**config.mk**
```make
export PLATFORM = sky130hd
export DESIGN_NAME = inst_fetch_flat
export DESIGN_NICKNAME = d
export VERILOG_FILES = /design/src/rtl/core_pkg.sv /design/src/rtl/inst_fetch_if.sv /design/src/rtl/inst_fetch.sv /design/src/flat_wrapper.sv
export SDC_FILE = /design/constraint.sdc
export NUM_CORES = 1
export LEC_CHECK = 0
export BUFFER_PORTS_ARGS = -buffer_cell sky130_fd_sc_hd__buf_2
export CORE_MARGIN = 3
export CORE_UTILIZATION = 45
export DETAILED_ROUTE_END_ITERATION = 12
export PLACE_DENSITY = 0.84
export SYNTH_ARGS = -nofsm -noshare
export SYNTH_HDL_FRONTEND = slang
export SYNTH_SLANG_ARGS = --single-unit
```
**constraint.sdc**
```tcl
create_clock -name clk_50 -period 4.71 [get_ports clk_50]
set_clock_uncertainty 0.05 [all_clocks]
set_input_delay 1.413 -clock clk_50 [delete_from_list [all_inputs] [get_ports clk_50]]
set_output_delay 1.413 -clock clk_50 [all_outputs]
set_load 0.005 [all_outputs]
```
**src/rtl/core_pkg.sv**
```systemverilog
// core_pkg: shared RV32I core constants
package core_pkg;
  localparam int XLEN = 32;
  localparam logic [XLEN-1:0] NOP_INST = 32'h0000_0013;
  localparam logic [XLEN-1:0] PC_STEP = 32'd4;
endpackage

```
**src/rtl/inst_fetch_if.sv**
```systemverilog
// inst_fetch_if: fetch-side signals towards instruction memory and decode
interface inst_fetch_if import core_pkg::*; ();
  logic stall;
  logic redirect;
  logic [XLEN-1:0] redirect_pc;
  logic [XLEN-1:0] mem_addr;
  logic [XLEN-1:0] mem_inst;
  logic if_valid;
  logic [XLEN-1:0] if_pc;
  logic [XLEN-1:0] if_inst;
  modport master (
    input stall, redirect, redirect_pc, mem_inst,
    output mem_addr, if_valid, if_pc, if_inst
  );
  modport slave (
    output stall, redirect, redirect_pc, mem_inst,
    input mem_addr, if_valid, if_pc, if_inst
  );
endinterface

```
**src/rtl/inst_fetch.sv**
```systemverilog
// inst_fetch: RV32I fetch front end with one-cycle memory latency, stall hold buffer and redirect
module inst_fetch import core_pkg::*; #(
  parameter logic [XLEN-1:0] RESET_PC = '0
) (
  input logic clk_50,
  input logic rst,
  inst_fetch_if.master f
);
  logic [XLEN-1:0] pc_q, pend_pc, hold_pc, hold_inst;
  logic pend_valid, hold_valid, hold_vout;
  assign f.mem_addr = pc_q;
  assign f.if_valid = hold_valid ? hold_vout : pend_valid;
  assign f.if_pc = hold_valid ? hold_pc : pend_pc;
  assign f.if_inst = hold_valid ? hold_inst : pend_valid ? f.mem_inst : NOP_INST;
  // hold_vout keeps whether the snapshot was a real instruction or a bubble
  always_ff @(posedge clk_50 or posedge rst) begin
    if (rst) begin
      pc_q <= RESET_PC;
      pend_valid <= 1'b0;
      pend_pc <= '0;
      hold_valid <= 1'b0;
      hold_vout <= 1'b0;
      hold_pc <= '0;
      hold_inst <= NOP_INST;
    end else if (f.redirect) begin
      pc_q <= f.redirect_pc & ~XLEN'(3);
      pend_valid <= 1'b0;
      hold_valid <= 1'b0;
    end else if (f.stall) begin
      if (!hold_valid) begin
        hold_valid <= 1'b1;
        hold_vout <= f.if_valid;
        hold_pc <= f.if_pc;
        hold_inst <= f.if_inst;
      end
    end else begin
      pend_pc <= pc_q;
      pend_valid <= 1'b1;
      pc_q <= pc_q + PC_STEP;
      hold_valid <= 1'b0;
    end
  end
endmodule

```
**src/flat_wrapper.sv**
```systemverilog
// flat-port wrapper written by rule: the top's interface ports become plain ports
module inst_fetch_flat import core_pkg::*;
#(
  parameter logic [XLEN-1:0] RESET_PC = '0
)
  (clk_50, rst, f_stall, f_redirect, f_redirect_pc, f_mem_inst, f_mem_addr, f_if_valid, f_if_pc, f_if_inst);
  inst_fetch_if f_i ();
  input logic clk_50;
  input logic rst;
  input wire logic [$bits(f_i.stall)-1:0] f_stall;
  input wire logic [$bits(f_i.redirect)-1:0] f_redirect;
  input wire logic [$bits(f_i.redirect_pc)-1:0] f_redirect_pc;
  input wire logic [$bits(f_i.mem_inst)-1:0] f_mem_inst;
  output wire logic [$bits(f_i.mem_addr)-1:0] f_mem_addr;
  output wire logic [$bits(f_i.if_valid)-1:0] f_if_valid;
  output wire logic [$bits(f_i.if_pc)-1:0] f_if_pc;
  output wire logic [$bits(f_i.if_inst)-1:0] f_if_inst;
  assign f_i.stall = f_stall;
  assign f_i.redirect = f_redirect;
  assign f_i.redirect_pc = f_redirect_pc;
  assign f_i.mem_inst = f_mem_inst;
  assign f_mem_addr = f_i.mem_addr;
  assign f_if_valid = f_i.if_valid;
  assign f_if_pc = f_i.if_pc;
  assign f_if_inst = f_i.if_inst;
  inst_fetch #(.RESET_PC(RESET_PC)) u_core (.clk_50(clk_50), .rst(rst), .f(f_i));
endmodule
```
==> run summary, run 1 <==
outcome: finished clean
most common cell after layout, fill and taps aside: buf_2
die area: 15000 um2
multi-input gate area in the final layout: 2710 um2
Sequential Power Share: 43.4%
Layout Nets: 805
worst hold margin: 0.425 ns
routed vias/inst: 5.27
LEAKAGE: 3.63 nW
Setup violations, final: 0
CP Class: flip-flop to output port
unrepaired setup endpoints after global routing: false
Filler cells: 1083
share of layout cells above drive strength 1: 40.2%
Port Buffers: 160
post-cts repair resize count: 0
FMAX: 0.272 GHz
wire length per cell: 15.9 um
Slew HR: 31.5%
synth top area cells: dfrtp_1 (51%), mux2_2 (17%), nand2_1 (9.1%)
Worst Path Required: 3.25 ns
vias in the first global route: 4582
total of max-cap violations: 0
post-synth top area cell: dfrtp_1
Top Ports: 165
Power Internal: 2.40 mW
hold_sp: u_core.hold_inst[1]
fin area: 7590 um2
Clk pwr share: 40.8%
Area after DPL: 6990 um2
post-synth top area share: 50.9%
crit share post-route: 78.1%
worst flop-to-flop path endpoint: u_core.f.mem_addr[27]
1st-iter DRT viols: 288
Rows: 41
Detailed Routing Iterations Pass 1: 4
non-filler instance count after layout: 921
Primary FF master, synth: dfrtp_1
worst skew pair latency: 0.42 ns
DP Cell Count: 889
reg2reg path depth: 4
hold buffers post-CTS: 0
net switching power: 0.853 mW
initial antenna violation count: 0
post-CTS setup buffers: 0
DR vias: 4854
cell count after synthesis: 590
pin count of the biggest net entering global routing: 99
Root Buffer: clkbuf_16
core area: 12900 um2
Worst-Margin Slew: 1.03 ns
gpl congestion: 0.780
drt drc: 0
switch share: 26.2%
Post-synth EDFFs: 0
Die Y: 122 um
GRT Residual Overflow: 0
commonest non-fill, non-tap cells in the layout: buf_2 (160), nand2_1 (148), dfrtp_1 (123)
Max H-tree Level: 4
final WL: 14.6 mm
power density cells: 428 nW/um2
CTS clock-pin slew for the worst setup and hold paths: 0.06 ns
Async SR Flop Fraction: 100%
endpoint type of the worst setup path: output port
Synth Warn #: 0
Worst path max stage delay: 0.64 ns
CTS Sinks: 127
RR Startpoint: u_core.f.mem_addr[4]
CTS buffer count: 17
Worst Hold Class: flip-flop to flip-flop
area delta synth->final: 24.7%
Final Hold Viols: 0
post-synth cell types: 45
Initial Util: 47.1%
clock tree from TritonCTS: built
Hold Path Stages: 2
sequential element share of the synthesized area: 52.2%
diode count: 0
GRT Util Overall: 19.7%
CP max-delay cell: dfrtp_2
Worst Hold Endpoint: u_core.hold_inst[1]
Crit path arrival time: 2.21 ns
mean area per synthesized cell: 10.3 um2
Setup TNS: 0 ns
min cycle time layout: 3.68 ns
Yosys reg bits: 127
Final Max Tran Viols: 0
DP HPWL: 9.83 mm
antenna-violating nets left: 0
sequence of cells on the critical path: buf_4, mux2_2, buf_2
Gate power share: 15.8%
Max Buffers Root-to-Sink: 2
Reg2Reg Setup Slack: 2.10 ns
Setup crit start kind: flip-flop
Worst VDD drop: 235 uV
CP max FO: 54
chip width: 122 um
wire length of the first global-routing pass: 23.0 mm
Mapped Area: 6090 um2
register area: 3180 um2
## sequential cells by signal, indices dropped and copies added, names as in the netlist
name,flops
u_core.f.mem_addr,30
u_core.hold_valid,1
u_core.hold_inst,32
u_core.hold_vout,1
u_core.pend_pc,30
u_core.hold_pc,32
u_core.pend_valid,1
## kinds of logic after synthesis
logic type	after synthesis	share of synthesized area, %
and+or+nand+nor	232	18.0
DFF	127	52.2
muxes	91	16.8
AOI/OAI and AO/OA	76	7.17
buffers and inverters	48	3.55
xor gates and xnor gates	14	2.01
adders and majority gates	1	0.205
other	1	0.0616
## per-layer routing
| layer | track usage, % | share of wire [%] | up-vias |
|---|---|---|---|
| met2 | 31.8 | 47 | 175 |
| met1 | 25.6 | 44 | 2307 |
| met3 | 4.15 | 5.7 | 32 |
| li1 | - | - | 2340 |
| met4 | 9.17 | 2.8 | 0 |
| met5 | 0 | 0 | - |
## critical path: cells and delay by family (launching register included)
kind | cells | cell delay (ns)
buffers and inverters | 2 | 0.71
DFF | 1 | 0.64
muxes | 1 | 0.41
## cell type report
class,instances,area share (%)
inverters,8,0.445
multi-input cells,416,35.7
clock inverters,14,2.21
well taps,172,2.83
repair buffers,166,11.1
clock buffers,18,5.78
flip-flops and latches,127,41.9
## synthesized netlist by cell type (4+ instances only)
library cell  count
a31oi_1           5
or4_1             9
and2_1            5
xnor2_1           8
mux2_2           90
xor2_1            6
nor2_1           11
o31a_1            6
clkbuf_1         28
o21ai_0          47
dfrtp_1         124
nor4_1            5
a21oi_1           8
and3_1            4
nand4_1           7
buf_1             4
o211ai_1          5
nand2_1         148
nand3_1          16
nor3_1            9
inv_1             7
## power groups by stage
stage | registers, mW | logic, mW | clock network [mW]
6_report | 1.41 | 0.515 | 1.33
5_1_grt | 1.44 | 0.571 | 1.41
4_1_cts | 1.41 | 0.524 | 1.35
3_5_place_dp | 1.43 | 0.520 | 0
3_3_place_gp | 1.41 | 0.504 | 0
2_1_floorplan | 1.38 | 0.340 | 0
## worst max-delay path by stage
stage                      startpoint               endpoint  slack, ns  cells past startpoint
floorplan                     f_stall  u_core.f.mem_addr[26]       1.61                      6
global placement              f_stall  u_core.f.mem_addr[29]       1.14                      5
detailed placement            f_stall  u_core.f.mem_addr[27]       1.03                      5
CTS                 u_core.hold_valid            f_if_pc[23]        1.0                      3
global route        u_core.hold_valid            f_if_pc[23]       0.93                      3
finish              u_core.hold_valid             f_if_pc[4]       1.03                      3
## through the flow
step           setup WS (ns)  total power, mW  util, %
2_1_floorplan           1.61             1.72        -
3_3_place_gp            1.14             1.91     54.0
3_5_place_dp            1.03             1.95     54.0
4_1_cts                0.999             3.28     58.7
5_1_grt                0.935             3.41     58.7
6_report                1.03             3.25     58.7
No activity file was read; power rests on OpenSTA's default activity.
==> run 2: changes to the inputs <==
- clock period: 4.71 -> 3.2 ns (I/O delays scaled with it)
==> run 2 against run 1 <==
Critical path depth unchanged. Flip-flop and latch count unchanged. Die area unchanged.
==> run summary, run 2 (same netlist as run 1, synthesis figures left out) <==
Setup TNS: 0 ns (unchanged)
Rows: 41 (unchanged)
Top Ports: 165 (unchanged)
hold_sp: u_core.hold_inst[20] (was u_core.hold_inst[1])
Port Buffers: 160 (unchanged)
commonest non-fill, non-tap cells in the layout: buf_2 (160), nand2_1 (148), dfrtp_1 (123) (unchanged)
vias in the first global route: 4674 (was 4582)
Max Buffers Root-to-Sink: 2 (unchanged)
total of max-cap violations: 0 (unchanged)
crit share post-route: 88.8%
non-filler instance count after layout: 924 (was 921)
Reg2Reg Setup Slack: 0.98 ns (was 2.10 ns)
RR Startpoint: u_core.f.mem_addr[2] (was u_core.f.mem_addr[4])
endpoint type of the worst setup path: output port (unchanged)
core area: 12900 um2 (unchanged)
Setup crit start kind: flip-flop (unchanged)
worst flop-to-flop path endpoint: u_core.f.mem_addr[30] (was u_core.f.mem_addr[27])
worst skew pair latency: 0.42 ns (about the same)
Initial Util: 47.1% (unchanged)
Die Y: 122 um (unchanged)
Worst VDD drop: 395 uV (was 235 uV)
1st-iter DRT viols: 306 (was 288)
wire length of the first global-routing pass: 23.3 mm (was 23.0 mm)
Worst path max stage delay: 0.45 ns (was 0.64 ns)
sequence of cells on the critical path: buf_4, mux2_2, buf_2 (unchanged)
outcome: finished clean (unchanged)
initial antenna violation count: 0 (unchanged)
Max H-tree Level: 4 (unchanged)
CTS clock-pin slew for the worst setup and hold paths: 0.06 ns (about the same)
clock tree from TritonCTS: built (unchanged)
CP max FO: 43 (was 54)
CTS buffer count: 17 (unchanged)
post-CTS setup buffers: 0 (unchanged)
routed vias/inst: 5.27 (about the same)
Setup violations, final: 0 (unchanged)
Largest delay share family, worst path: buffers and inverters (unchanged)
Crit path arrival time: 1.83 ns (was 2.21 ns)
Hold Path Stages: 2 (unchanged)
FMAX: 0.352 GHz
Detailed Routing Iterations Pass 1: 4 (unchanged)
area delta synth->final: 28.2% (was 24.7%)
power density cells: 684 nW/um2 (was 428 nW/um2)
final WL: 14.4 mm (was 14.6 mm)
hold buffers post-CTS: 0 (unchanged)
Root Buffer: clkbuf_16 (unchanged)
DR vias: 4871 (was 4854)
share of layout cells above drive strength 1: 40.4% (was 40.2%)
die area: 15000 um2 (unchanged)
unrepaired setup endpoints after global routing: false (unchanged)
pin count of the biggest net entering global routing: 128 (was 99)
Worst-Margin Slew: 0.725 ns (was 1.03 ns)
Slew HR: 51.2% (was 31.5%)
DP HPWL: 9.74 mm (was 9.83 mm)
reg2reg path depth: 5 (was 4)
diode count: 0 (unchanged)
CP Class: flip-flop to output port (unchanged)
post-cts repair resize count: 0 (unchanged)
Worst Hold Class: flip-flop to flip-flop (unchanged)
Final Hold Viols: 0 (unchanged)
Worst Path Required: 2.19 ns (was 3.25 ns)
gpl congestion: 0.758 (was 0.780)
Final Max Tran Viols: 0 (unchanged)
WP depth: 3 (unchanged)
GRT Util Overall: 19.7% (about the same)
chip width: 122 um (unchanged)
most common cell after layout, fill and taps aside: buf_2 (unchanged)
drt drc: 0 (unchanged)
wire length per cell: 15.5 um (was 15.9 um)
CP max-delay cell: buf_4 (was dfrtp_2)
min cycle time layout: 2.84 ns
Worst Hold Endpoint: u_core.hold_inst[20] (was u_core.hold_inst[1])
Top Registers: u_core.hold_inst x32, u_core.hold_pc x32 (unchanged)
Buf+Inv Stages, Crit Path: 2 (unchanged)
DP Cell Count: 892 (was 889)
antenna-violating nets left: 0 (unchanged)
CTS Sinks: 127 (unchanged)
Layout Nets: 808 (was 805)
GRT Residual Overflow: 0 (unchanged)
LEAKAGE: 3.74 nW (was 3.63 nW)
-- run 2: how the worst max path moves through the flow --
stage	from	slack [ns]	to
final	u_core.hold_valid	0.36	f_if_pc[24]
after global routing	u_core.pend_valid	0.22	f_if_inst[24]
after CTS	u_core.hold_valid	0.34	f_if_pc[28]
after detailed placement	f_stall	0.43	u_core.f.mem_addr[29]
after global placement	f_stall	0.45	u_core.f.mem_addr[29]
after floorplan	f_stall	0.55	u_core.f.mem_addr[26]
-- run 2: layout make-up --
class | instances | area, um2
Multi-Input combinational cell | 416 | 2710
Timing Repair Buffer | 169 | 893
Inverter | 8 | 33.8
Clock buffer | 18 | 439
Tap cell | 172 | 215
Sequential cell | 127 | 3180
Clock inverter | 14 | 334
Fill cell | 1065 | 5120
-- run 2: per-layer routing --
| layer | share of wire (%) | global-route usage, % | vias up |
|---|---|---|---|
| met5 | 0 | 0 | - |
| met4 | 2.3 | 9.31 | 0 |
| met3 | 6.5 | 4.38 | 27 |
| met2 | 47 | 30.9 | 177 |
| met1 | 44 | 26.2 | 2326 |
| li1 | - | - | 2341 |
-- run 2: power breakdown --
| part | leakage (nW) | switching [mW] | internal [mW] |
|---|---|---|---|
| Sequential | 1.56 | 0.199 | 1.87 |
| Clock | 0.371 | 0.708 | 1.80 |
| Combinational | 1.81 | 0.336 | 0.424 |
-- run 2: stage by stage --
stage	setup WS [ns]	cell area [um2]	utilization (%)	power, mW	hold slack [ns]
final	0.357	7810	60.4	5.34	0.431
after global routing	0.217	7810	60.4	5.58	0.446
after CTS	0.339	7810	60.4	5.38	0.434
after detailed placement	0.428	7030	54.4	2.86	0.416
after global placement	0.455	7030	54.4	2.82	0.410
after floorplan	0.552	6100	-	2.53	0.394
-- run 2: worst register-to-register path, delay by kind of cell (launching register included) --
kind	cells	cell delay, ns
and+or+nand+nor	2	0.76
AOI/OAI and AO/OA	2	0.62
DFF	1	0.43
adders and majority gates	1	0.25
